<file path="src/rtl/click_region_detect.sv">
// -----------------------------------------------------------------------------
// click_region_detect
//   Detects mouse clicks on a grid of rectangular tiles. The raw left-button
//   level is synchronised and debounced. The cursor position is decoded into
//   a tile index. A click is reported only when the button is pressed and
//   released over the same tile.
//
// Ports
//   clk          in   1   system clock (the only clock)
//   rst          in   1   asynchronous active-high reset
//   MouseLeft    in   1   raw left-button level, asynchronous to clk
//   xpos         in  12   cursor x in pixels
//   ypos         in  12   cursor y in pixels
//   hover_valid  out  1   cursor is inside a tile (registered)
//   hover_idx    out  3   tile under cursor, row*COLS+col; 0 when not hovering
//   click_valid  out  1   one-cycle pulse for a completed click on a tile
//   click_idx    out  3   index of the last clicked tile (held between clicks)
// -----------------------------------------------------------------------------
module click_region_detect #(
    parameter int X_ORIGIN   = 64,
    parameter int Y_ORIGIN   = 48,
    parameter int TILE_W     = 128,
    parameter int TILE_H     = 160,
    parameter int PITCH_X    = 160,
    parameter int PITCH_Y    = 200,
    parameter int COLS       = 4,
    parameter int ROWS       = 2,
    parameter int DEB_CYCLES = 16
) (
    input  logic        clk,
    input  logic        rst,
    input  logic        MouseLeft,
    input  logic [11:0] xpos,
    input  logic [11:0] ypos,
    output logic        hover_valid,
    output logic [2:0]  hover_idx,
    output logic        click_valid,
    output logic [2:0]  click_idx
);

    localparam int CNT_W = (DEB_CYCLES > 2) ? $clog2(DEB_CYCLES) : 1;
    localparam logic [CNT_W-1:0] CNT_LAST = CNT_W'(DEB_CYCLES - 1);

    typedef enum logic [1:0] {
        ST_IDLE    = 2'd0,
        ST_PRESSED = 2'd1,
        ST_BLOCKED = 2'd2
    } state_t;

    // Tile membership test; 13-bit unsigned arithmetic keeps the inclusive
    // right/bottom edges from wrapping for any 12-bit cursor value.
    function automatic logic in_tile(input logic [12:0] x, input logic [12:0] y,
                                     input int c, input int r);
        logic [12:0] left;
        logic [12:0] top;
        left = 13'(X_ORIGIN + c * PITCH_X);
        top  = 13'(Y_ORIGIN + r * PITCH_Y);
        return (x >= left) && (x <= (left + 13'(TILE_W))) &&
               (y >= top)  && (y <= (top + 13'(TILE_H)));
    endfunction

    logic             r_sync1;
    logic             r_sync2;
    logic             r_btn_stable;
    logic             r_btn_prev;
    logic [CNT_W-1:0] r_cnt;
    state_t           r_state;
    state_t           w_state_nxt;
    logic [2:0]       r_press_idx;
    logic [2:0]       w_press_idx_nxt;
    logic             w_click_pulse;
    logic             r_hover_valid;
    logic [2:0]       r_hover_idx;
    logic             r_click_valid;
    logic [2:0]       r_click_idx;
    logic             w_hit;
    logic [2:0]       w_hit_idx;
    logic             w_rise;
    logic             w_fall;

    // Two-flop synchroniser for the asynchronous button level.
    always_ff @(posedge clk or posedge rst) begin
        if (rst) begin
            r_sync1 <= 1'b0;
            r_sync2 <= 1'b0;
        end else begin
            r_sync1 <= MouseLeft;
            r_sync2 <= r_sync1;
        end
    end

    // Debouncer: accept a new level only after it has been stable long enough.
    always_ff @(posedge clk or posedge rst) begin
        if (rst) begin
            r_btn_stable <= 1'b0;
            r_cnt        <= {CNT_W{1'b0}};
        end else if (r_sync2 != r_btn_stable) begin
            if (r_cnt == CNT_LAST) begin
                r_btn_stable <= r_sync2;
                r_cnt        <= {CNT_W{1'b0}};
            end else begin
                r_btn_stable <= r_btn_stable;
                r_cnt        <= r_cnt + CNT_W'(1);
            end
        end else begin
            r_btn_stable <= r_btn_stable;
            r_cnt        <= {CNT_W{1'b0}};
        end
    end

    // Delayed copy of the debounced level, used to find its edges.
    always_ff @(posedge clk or posedge rst) begin
        if (rst) begin
            r_btn_prev <= 1'b0;
        end else begin
            r_btn_prev <= r_btn_stable;
        end
    end

    assign w_rise = r_btn_stable & ~r_btn_prev;
    assign w_fall = ~r_btn_stable & r_btn_prev;

    // Region decode: first tile (row-major) containing the cursor wins.
    always_comb begin
        w_hit     = 1'b0;
        w_hit_idx = 3'd0;
        for (int r = 0; r < ROWS; r++) begin
            for (int c = 0; c < COLS; c++) begin
                if (!w_hit && in_tile({1'b0, xpos}, {1'b0, ypos}, c, r)) begin
                    w_hit     = 1'b1;
                    w_hit_idx = 3'(r * COLS + c);
                end else begin
                    w_hit     = w_hit;
                    w_hit_idx = w_hit_idx;
                end
            end
        end
    end

    // Hover registers track the decode every cycle.
    always_ff @(posedge clk or posedge rst) begin
        if (rst) begin
            r_hover_valid <= 1'b0;
            r_hover_idx   <= 3'd0;
        end else begin
            r_hover_valid <= w_hit;
            r_hover_idx   <= w_hit_idx;
        end
    end

    // Click FSM state register plus the registers it updates.
    always_ff @(posedge clk or posedge rst) begin
        if (rst) begin
            r_state       <= ST_IDLE;
            r_press_idx   <= 3'd0;
            r_click_valid <= 1'b0;
            r_click_idx   <= 3'd0;
        end else begin
            r_state       <= w_state_nxt;
            r_press_idx   <= w_press_idx_nxt;
            r_click_valid <= w_click_pulse;
            if (w_click_pulse) begin
                r_click_idx <= r_press_idx;
            end else begin
                r_click_idx <= r_click_idx;
            end
        end
    end

    // Click FSM next-state logic. A press that starts off-tile goes to
    // BLOCKED so that sliding onto a tile while held can never arm a click.
    always_comb begin
        w_state_nxt     = r_state;
        w_press_idx_nxt = r_press_idx;
        w_click_pulse   = 1'b0;
        case (r_state)
            ST_IDLE: begin
                if (w_rise) begin
                    if (r_hover_valid) begin
                        w_state_nxt     = ST_PRESSED;
                        w_press_idx_nxt = r_hover_idx;
                    end else begin
                        w_state_nxt = ST_BLOCKED;
                    end
                end else begin
                    w_state_nxt = ST_IDLE;
                end
            end
            ST_PRESSED: begin
                if (w_fall) begin
                    w_state_nxt = ST_IDLE;
                    if (r_hover_valid && (r_hover_idx == r_press_idx)) begin
                        w_click_pulse = 1'b1;
                    end else begin
                        w_click_pulse = 1'b0;
                    end
                end else begin
                    w_state_nxt = ST_PRESSED;
                end
            end
            ST_BLOCKED: begin
                if (w_fall) begin
                    w_state_nxt = ST_IDLE;
                end else begin
                    w_state_nxt = ST_BLOCKED;
                end
            end
            default: begin
                w_state_nxt = ST_IDLE;
            end
        endcase
    end

    assign hover_valid = r_hover_valid;
    assign hover_idx   = r_hover_idx;
    assign click_valid = r_click_valid;
    assign click_idx   = r_click_idx;

endmodule

</file>
<file path="config.mk">
export PLATFORM = sky130hd
export DESIGN_NAME = click_region_detect
export DESIGN_NICKNAME = d
export VERILOG_FILES = /design/src/rtl/click_region_detect.sv
export SDC_FILE = /design/constraint.sdc
export NUM_CORES = 1
export LEC_CHECK = 0
export ABC_CLOCK_PERIOD_IN_PS = 1500
export BUFFER_PORTS_ARGS = -buffer_cell sky130_fd_sc_hd__buf_2
export CORE_UTILIZATION = 44
export CTS_BUF_LIST = sky130_fd_sc_hd__clkbuf_16
export DETAILED_ROUTE_END_ITERATION = 12
export GPL_ROUTABILITY_DRIVEN = 0
export GPL_TIMING_DRIVEN = 1
export PLACE_DENSITY = 0.73
export SYNTH_ARGS = -nofsm -noshare
export SYNTH_HDL_FRONTEND = slang
export SYNTH_SLANG_ARGS = --single-unit
</file>
<file path="constraint.sdc">
create_clock -name clk -period 1.5 [get_ports clk]
set_input_delay 0.45 -clock clk [delete_from_list [all_inputs] [get_ports clk]]
set_output_delay 0.45 -clock clk [all_outputs]
set_load 0.05 [all_outputs]
</file>
## Word-level counts from Yosys, hierarchy flattened

Cells that the tools add are included.

| word-level totals | value |
|---|---|
| register bits after elaboration | 21 |
| input bits | 27 |
| latch bits | 0 |
| memory bits (writable) | 0 |
| memories | 0 |
| bits in read-only memories | 0 |
| output and inout port bits | 8 |

| operators by class | value |
|---|---|
| multiplexer cells | 25 |
| multipliers | 0 |
| shifts and indexed selects | 0 |
| divide/modulo/power cells | 0 |
| reductions and logical operators | 38 |
| eq/ne operators | 5 |
| $lt $le $gt $ge | 12 |
| $add $sub $neg | 1 |
| bitwise gates (word level) | 4 |

Operators with widths:

| operator | number |
|---|---|
| logical AND 1 bit | 28 |
| >= comparator 12 x 8 -> 1 bit, second input constant | 2 |
| less-or-equal comparator 12 x 10 -> 1 bit, second input constant | 2 |
| less-or-equal comparator 12 x 8 -> 1 bit, second input constant | 2 |
| less-or-equal comparator 12 x 9 -> 1 bit, second input constant | 2 |
| two-way mux 3 bit | 6 |
| two-way mux 1 bit | 13 |
| >= comparator 12 x 10 -> 1 bit, second input constant | 1 |
| >= comparator 12 x 6 -> 1 bit, second input constant | 1 |
| >= comparator 12 x 7 -> 1 bit, second input constant | 1 |
| >= comparator 12 x 9 -> 1 bit, second input constant | 1 |
| two-way mux 4 bit | 2 |
| zero test 1 bit | 7 |
| two-way mux 2 bit | 3 |
| case mux 2 bit (3 select lines) | 1 |
| adder 4 x 1 -> 4 bit, second input constant | 1 |
| equality test 4 bit, second input constant | 1 |
| equality test 3 bit | 1 |
| AND reduction 3 bit | 1 |
| AND 1 bit | 2 |
| equality test 2 x 1 -> 1 bit, second input constant | 1 |
| equality test 2 bit, second input constant | 1 |
| zero test 2 bit | 1 |
| NOT 1 bit | 2 |
| other kinds (2) | 2 |

## Longest topological paths before layout

| logic depth | value |
|---|---|
| depth after elaboration | 26 |
| depth in mapped cells | 6 |
| gate-level depth less buffers | 5 |

## Worst setup path before layout

No wires, ideal clock.

| timing path | value |
|---|---|
| kind | register -> register |
| from | register r_hover_valid (netlist: hover_valid) |
| to | register r_click_idx[0] (netlist: click_idx[0]) |
| setup time | 0.128 ns |
| data required time | 1.372 ns |
| stages on the path, launching flop included | 5 |
| setup slack | -0.201 ns |
| period minus slack after synthesis | 1.701 ns |
| data arrival time | 1.573 ns |
| cells stage by stage | dfrtp_1 nand4b_1 nor4_2 nand2_2 mux2_1 |

| between the ends | value |
|---|---|
| longest elaborated chain between the ends | 4 |

Ends and longest elaborated chain:

| element | line | text |
|---|---|---|
| start, declared | 72 | `logic r_hover_valid;` |
| start signal, assigned | 146 | `r_hover_valid <= w_hit;` |
| logical AND 1 bit | 192 | `if (r_hover_valid && (r_hover_idx == r_press_idx)) begin` |
| two-way mux 1 bit | 192 |  |
| two-way mux 1 bit | 190 | `if (w_fall) begin` |
| two-way mux 1 bit | 176 | `case (r_state)` |
| end signal, assigned | 163 | `r_click_idx <= r_press_idx;` |
| end signal, assigned | 165 | `r_click_idx <= r_click_idx;` |
| end, declared | 75 | `logic [2:0] r_click_idx;` |

Every way passes these cells.
A chain may end at the register's enable or synchronous reset.

## Worst setup path after layout

| timing path | value |
|---|---|
| from | register r_press_idx[0] |
| to | register r_click_idx[1] (netlist: click_idx[1]) |

| between the ends | value |
|---|---|
| longest elaborated chain between the ends | 5 |

Ends and longest elaborated chain:

| element | line | text |
|---|---|---|
| start, declared | 69 | `logic [2:0] r_press_idx;` |
| start signal, assigned | 160 | `r_press_idx <= w_press_idx_nxt;` |
| equality test 3 bit | 192 |  |
| logical AND 1 bit | 192 |  |
| two-way mux 1 bit | 192 |  |
| two-way mux 1 bit | 190 |  |
| two-way mux 1 bit | 176 |  |

Every way passes these cells.

==> flow_metrics.tcl <==
set metrics [dict create \
    drv_slew 0 \
    cp_top_family "simple AND/OR/NAND/NOR gates" \
    start_util_pct 48.21 \
    synth_area_leaders "dfrtp_1 (48%), a21oi_1 (5.9%), mux2_2 (4.1%)" \
    p_leak_nw 0.7174 \
    yosysWarnings 0 \
    cts_tree "built" \
    end_kind "flip-flop" \
    ys_types 36 \
    vdd_drop_max_mv 0.5786 \
    dp_hpwl_microns 1715 \
    overflow 0 \
    period_share_pct 97.81 \
    r2r_start "r_press_idx[0]" \
    ys.flop_type "dfrtp_1" \
    via_per_inst 5.601 \
    ff2ff_path_depth 4 \
    synth_edf_count 0 \
    routed_wire_length_per_instance_microns 12.96 \
    die_w_microns 51.94 \
    root_buffer "clkbuf_16" \
    drv_cap 0 \
    grt_pass1_wl_microns 3795 \
    cts_max_level 1 \
    worst_path_max_delay_cell "dfrtp_1" \
    grt_max_degree 22 \
    grt_pass1_vias 949 \
    clk_pin_slew_ns 0.05 \
    num_vias 1025 \
    slew_headroom_pct 75.06 \
    drc_errors 0 \
    cts_setup_buffers 0 \
    die-area_sq_mm 0.002698 \
    grt_antenna_before_repair 0 \
    fin_ws_ns 0.03281 \
    syn_nets 135 \
    rsz0062_at_grt "true" \
    core-area_sq_mm 0.002276 \
    syn_area_per_cell_sq_um 10.26 \
    dr.pass1.iters 4 \
    cp.required_ns 1.63 \
    setup_viol 0 \
    preCtsSetupSlack_ns -0.1600 \
    syn_to_final_growth_pct 35.80 \
    netlist.area_leader.share_pct 47.89 \
    crit_type "flip-flop to flip-flop" \
    finClkSkew_ns 0.001829 \
    ctsHoldBuffers 0 \
    antenna_left 0 \
    netlist_area_sq_mm 0.001097 \
    min_period_ns 1.467 \
    ys_async_sr_fraction_pct 100.0 \
    cts.sinks 21 \
    drt_wl_total_microns 2371 \
    synth_area_leader_cell "dfrtp_1" \
    finalSetupTns_ns 0 \
    drt_iter0_drc 13 \
    critPathLaunchType "flip-flop" \
    numCtsBuffers 3 \
    grt_usage_pct 18.93 \
    reg2reg_slack_ns 0.03 \
    layout.nets 184 \
    crit_chain "xor2_1, nor4_4, nand2_2, mux2_4" \
    syn_inst 107 \
    crit_arrival_ns 1.60 \
    cp_max_fo 3 \
    synth_common_cells "dfrtp_1 (21), a21oi_1 (13), nor2_1 (9)" \
    hold_viol 0 \
    drive_above_1_share_pct 41.29 \
    power_mw 1.267 \
    clk_path_buf_depth 2 \
    hold_path.class "input pin to async pin" \
    worstMarginPinSlew_ns 0.3714 \
    num_rows 17 \
    clock_latency_ns 0.25 \
    fmax_ghz 0.6816 \
    antenna_cells 0 \
    ioPinCount 35 \
    r2r-end "click_idx[1]" \
    slowest_delay_ns 0.39 \
    ys_seq_area_share_pct 47.89 \
    ys_seq_elements 21 \
    status "complete, no violations" \
    crit_buf_inv 0 \
    io_buffers 34 \
    p_per_area_mw_per_mm2 850.0 \
    yosysMostFrequentCell "dfrtp_1" \
    dieHeight_microns 51.94 \
]
routing by layer:
metal  part of all wire (%)  wire length (microns)  track usage [%]
met2                     52                   1232            34.40
met4                    2.5                     60            9.910
met3                    3.1                     73            3.216
met5                      0                      0                0
met1                     42                   1005            20.67
area by class of cell:
type                    count  area [sq um]
inverters                   4         15.01
flip-flops and latches     21         529.3
repair buffers             45         252.7
clock buffers               3         75.07
clock inverters             1         5.005
well taps                  28         35.03
fillers                   176         785.8
multi-input cells          81         578.1
worst min-delay path, stage by stage:
cell,delay [ns]
buf_2,0.10
inv_1,0.04
buf_4,0.26
flip-flops by register name (all words and copies together), names as in the netlist:
signal,flops
r_sync1,1
hover_valid,1
r_cnt,4
click_idx,3
r_btn_prev,1
r_sync2,1
r_press_idx,3
click_valid,1
hover_idx,3
r_state,2
r_btn_stable,1
timing repair:
action | CTS | global route
pin swaps | 3 | 2
hold endpoints to repair | 0 | 0
gates resized for setup | 2 | 4
endpoints found under the setup margin | 2 | 5
layout by cell type, fill, tap and decap left out, types with 4 or more instances in the layout:
cell,count
nand2b_1,4
a21oi_1,13
o21ai_0,4
inv_1,4
dfrtp_1,18
buf_4,11
nand3_1,4
mux2_2,4
nor2_1,9
buf_2,34
kinds of logic after synthesis:
logic type | synth area share (%)
XOR/XNOR | 3.992
AND/OR/NAND/NOR | 22.24
adder cells (fa/ha/maj) | 1.140
AO/OA/AOI/OAI | 15.85
multiplexers | 7.069
flip-flops | 47.89
buffers and inverters | 1.824
stage by stage:
stage	util, %	hold WS [ns]	area, sq um	instances
after global routing	65.48	0.2563	1490	183
after floorplan	-	0.3312	1101	107
after CTS	64.87	0.2249	1476	183
after global placement	60.80	0.3382	1384	179
final	65.48	0.2146	1490	183
after detailed placement	60.80	0.3413	1384	179
worst max path at each step:
| stage | from | to | cells after the start |
|---|---|---|---|
| after floorplan | hover_valid | click_idx[0] | 4 |
| after global placement | xpos[0] | hover_valid | 6 |
| after detailed placement | ypos[1] | hover_idx[1] | 7 |
| after CTS | r_state[1] | click_idx[0] | 4 |
| after global routing | hover_idx[0] | click_idx[1] | 4 |
| final | r_press_idx[0] | click_idx[1] | 4 |
where the power goes:
group / internal [mW] / switching (mW)
sequential: 0.578 / 0.00992
clock: 0.357 / 0.181
combinational: 0.0661 / 0.0749
No activity file was read; power rests on OpenSTA's default activity.
